<file path="config.mk">
export PLATFORM = sky130hd
export DESIGN_NAME = shift_add_multiplier
export DESIGN_NICKNAME = d
export VERILOG_FILES = /design/src/rtl/shift_add_multiplier.sv
export SDC_FILE = /design/constraint.sdc
export NUM_CORES = 1
export LEC_CHECK = 0
export CELL_PAD_IN_SITES_DETAIL_PLACEMENT = 1
export CELL_PAD_IN_SITES_GLOBAL_PLACEMENT = 2
export CORE_MARGIN = 2
export CORE_UTILIZATION = 30
export CTS_CLUSTER_DIAMETER = 30
export DETAILED_ROUTE_END_ITERATION = 10
export PLACE_DENSITY_LB_ADDON = 0.1
export SYNTH_ARGS = -nofsm -noshare
export SYNTH_HDL_FRONTEND = slang
export SYNTH_SLANG_ARGS = --single-unit
</file>
<file path="constraint.sdc">
create_clock -name clock -period 3.45 [get_ports clock]
set_input_delay 0.345 -clock clock [delete_from_list [all_inputs] [get_ports clock]]
set_output_delay 0.345 -clock clock [all_outputs]
set_load 0.005 [all_outputs]
</file>
<file path="src/rtl/shift_add_multiplier.sv">
// Sequential shift-and-add multiplier, one add/shift step per clock, unsigned or two's-complement.
// state | meaning
// IDLE  | ready, AQ holds last product
// BUSY  | WIDTH add/shift steps, then one settle cycle
// DONE  | one-cycle done pulse, product valid on AQ
module shift_add_multiplier #(
  parameter int WIDTH = 4
) (
  input  logic                 clock,
  input  logic                 reset,
  input  logic                 start,
  input  logic                 signed_mode,
  input  logic [WIDTH-1:0]     M,
  input  logic [WIDTH-1:0]     Qin,
  output logic [2*WIDTH-1:0]   AQ,
  output logic                 ready,
  output logic                 done
);

  localparam int CW = $clog2(WIDTH) + 1;

  typedef enum logic [1:0] {IDLE, BUSY, DONE} state_t;

  state_t           state, state_nxt;
  logic [WIDTH-1:0] m_reg;
  logic             mode_reg;
  logic [CW-1:0]    cnt;
  logic             step_en;
  logic             last_step;
  logic [WIDTH:0]   a_ext;
  logic [WIDTH:0]   m_ext;
  logic [WIDTH:0]   sum;

  always_ff @(posedge clock or posedge reset) begin
    if (reset) state <= IDLE;
    else       state <= state_nxt;
  end

  always_comb begin
    state_nxt = state;
    unique case (state)
      IDLE:    if (start) state_nxt = BUSY;
      BUSY:    if (cnt == CW'(WIDTH)) state_nxt = DONE;
      DONE:    state_nxt = IDLE;
      default: state_nxt = IDLE;
    endcase
  end

  always_comb begin
    ready = (state == IDLE);
    done  = (state == DONE);
  end

  assign step_en   = (state == BUSY) && (cnt != CW'(WIDTH));
  assign last_step = (cnt == CW'(WIDTH - 1));
  // Bit WIDTH is the carry in unsigned mode and the sign extension in signed mode.
  assign a_ext     = {mode_reg & AQ[2*WIDTH-1], AQ[2*WIDTH-1:WIDTH]};
  assign m_ext     = {mode_reg & m_reg[WIDTH-1], m_reg};

  always_comb begin
    sum = a_ext;
    if (AQ[0]) begin
      // The multiplier's sign bit carries negative weight, hence subtract on the last step.
      if (mode_reg && last_step) sum = a_ext - m_ext;
      else                       sum = a_ext + m_ext;
    end
  end

  always_ff @(posedge clock or posedge reset) begin
    if (reset) begin
      AQ       <= '0;
      cnt      <= '0;
      m_reg    <= '0;
      mode_reg <= 1'b0;
    end else if (state == IDLE && start) begin
      AQ       <= {{WIDTH{1'b0}}, Qin};
      cnt      <= '0;
      m_reg    <= M;
      mode_reg <= signed_mode;
    end else if (step_en) begin
      AQ  <= {sum, AQ[WIDTH-1:1]};
      cnt <= cnt + 1'b1;
    end
  end

endmodule

</file>
==> results.cfg <==
[global_routing]
grt_usage = 0.1468
grt_max_degree = 19
grt_pass1_vias = 940
antenna_found_initial = 0
grt_pass1_wl_um = 4560
gr-total-overflow = 0

[logic_synthesis]
synth.ff_latch_count = 18
postSynthCellCount = 111
synth_cell_types = 36
syn-num-nets = 132
ys_seq_area_frac = 0.4206
yosys_warnings = 0
syn_area_sq_mm = 0.001071
synth.avg_cell_area_sq_um = 9.649

[die]
io_pins = 22
dieArea_sq_mm = 0.004064
initial_utilization = 0.3160
die_w_um = 63.75
core-area_sq_mm = 0.003390
rows = 21
die_h_um = 63.75

[final_layout]
fill_cells = 395
postLayoutCoreUtil = 0.4001
area_growth_pct = 26.64
diodes = 0
largest_reg_flops = 8
multi_input_area_sq_um = 560.5
layout-drive-gt1-share = 0.1045
nNetsFinal = 156
regArea_sq_um = 450.4

[power_and_ir_drop]
p_leak_nw = 0.5953
power_w = 0.001440
powerDensity_mw_per_mm2 = 1062
power_frac_clock = 0.094
internal_power_w = 0.0008018
vdd_drop_max_mv = 0.3230
power_frac_comb = 0.613
p_sw_frac = 0.4431
seqPwrFrac = 0.293
power_switching_w = 0.0006379

[timing]
timing.fmax_ghz = 0.3695
worst_slack_ns = 0.7438
fin_skew_ns = 0.002002
period_minus_slack_ns = 2.706
rsz0062_at_grt = false
hold_viol = 0
setup_viol = 0
maxSlewHeadroom = 0.5230
slew_violations = 0
min_period_over_period = 0.7844
setup-tns-final_ns = 0
worst_slew_pin_slew_ns = 0.7147

[cts]
clk_pin_slew_ns = 0.11
cts_hold_buf = 0
cts_max_path_buffers = 2
clock_sinks = 18
cts_tree = done
clock_latency_ns = 0.30
cts_setup_buffers = 0
cts-htree-levels = 1
clockRootBuffer = clkbuf_4
cts_made_buffers = 3
cts_repair_resize_count = 0

[setup_path]
critPathLaunch = cnt[0]
crit_required_ns = 3.62
startpoint_type = flip-flop
r2r_slack_ns = 0.74
worstRegToRegCells = 10
rr_endpoint = AQ[7]
crit_path_end_kind = flip-flop
crit_end = AQ[7]
crit_type = flip-flop to flip-flop
critPathMaxFanout = 4
r2r_start = cnt[0]
critPathArrivalTime_ns = 2.88

[drt]
drt_iter0_markers = 31
num_vias = 862
routed_wl_um = 2613
dr.pass1.iters = 4
drc = 0
vias_per_cell = 4.789
post_drt_wl_per_cell_um = 14.52
ant_nets = 0

[job]
maxCapViolations = 0

[placement]
port_buffers = 21
post-place-ws_ns = 0.7233
dp_hpwl_um = 2083
gp_congestion = 0.7149

[status]
status = finished clean

[worst_hold_path]
min_path_type = primary input to asynchronous set/reset pin
[cell families after synthesis]
group / count (synthesis) / share of synthesized area
buf+inv: 13 / 0.05607
fa+ha+maj: 9 / 0.1122
compound gates: 26 / 0.1659
xor+xnor: 5 / 0.04090
simple gates: 36 / 0.1636
mux: 4 / 0.04089
flops: 18 / 0.4206
[metrics by stage]
step | hold WS [ns] | cells | area (sq um)
final | 0.4463 | 180 | 1356
after global routing | 0.5027 | 180 | 1356
after CTS | 0.4716 | 180 | 1356
after detailed placement | 0.5047 | 176 | 1320
after global placement | 0.4930 | 176 | 1320
after floorplan | 0.2836 | 111 | 1071
[per-layer routing]
layer | part of all wire | routed length (um) | up-vias | GRT usage
li1 | - | - | 431 | -
met1 | 0.44 | 1138 | 417 | 0.1788
met2 | 0.52 | 1371 | 10 | 0.2592
met3 | 0.028 | 73 | 4 | 0.03873
met4 | 0.011 | 30 | 0 | 0.03261
met5 | 0 | 0 | - | 0
[cells in the mapped netlist (all sizes together)]
cell     count  area share
o22ai        3       0.018
a21oi        5       0.027
nor3b        2       0.014
clkbuf       1       0.013
nor2         7       0.032
xnor2        2       0.016
o311ai       1      0.0082
a211oi       1      0.0070
buf          1      0.0047
nand2       18       0.065
nor3         2      0.0093
fa           1       0.019
a22oi        4       0.033
and2         1      0.0058
nand2b       2       0.012
o21ai        7       0.033
a2111oi      1      0.0093
xor2         3       0.025
mux2i        1      0.0093
dfrtp       18        0.42
a21o         2       0.015
mux2         3       0.032
inv         11       0.039
nor2b        2       0.014
nor4         1      0.0058
a221o        1      0.0093
o31ai        1      0.0070
ha           8       0.093
nand4        1      0.0058
[worst max-delay path, cell delays in order (launching register included)]
cell and delay (ns):
dfrtp_1 0.42, ha_1 0.21, ha_1 0.22, nand2_1 0.12, o21ai_0 0.16, fa_1 0.46
nand2b_1 0.18, a21oi_1 0.17, nor3_1 0.07, a2111oi_1 0.40, o311ai_1 0.16
[power by group through the flow]
stage	sequential [W]	combinational, W	clock [W]
floorplan	0.000392	0.000655	0
global placement	0.000428	0.000878	0
detailed placement	0.000431	0.000895	0
CTS	0.000425	0.000901	0.000144
global route	0.000444	0.00101	0.000154
finish	0.000421	0.000883	0.000135
[layout make-up]
cell class                 instances  share of cell area
sequential                        18              0.3321
multi-input combinational         80              0.4133
tap                               46             0.04244
timing repair buffer              21              0.1550
inverter                          11             0.03044
clock buffer                       4             0.02675
[worst min-delay path by stage]
stage	from	end	slack [ns]	cells past startpoint
3_3_place_gp	AQ[2]	AQ[2]	0.49	2
3_5_place_dp	AQ[2]	AQ[2]	0.50	2
5_1_grt	reset	AQ[1]	0.50	2
6_report	reset	cnt[1]	0.45	2
4_1_cts	reset	AQ[1]	0.47	2
2_1_floorplan	reset	AQ[0]	0.28	1
[cells in the final DEF (no fill, tap or decap), types with 2 or more instances in the layout]
cell type        count
clkdlybuf4s50_1     21
dfrtp_1             18
nand2_1             17
inv_1               10
ha_1                 8
o21ai_0              7
nor2_1               6
a21oi_1              4
o22ai_1              3
xor2_1               3
mux2_2               3
a22oi_1              3
clkbuf_4             3
nand2b_1             2
xnor2_1              2
nor3b_1              2
nor3_1               2
Power figures use the tool's default switching activity.
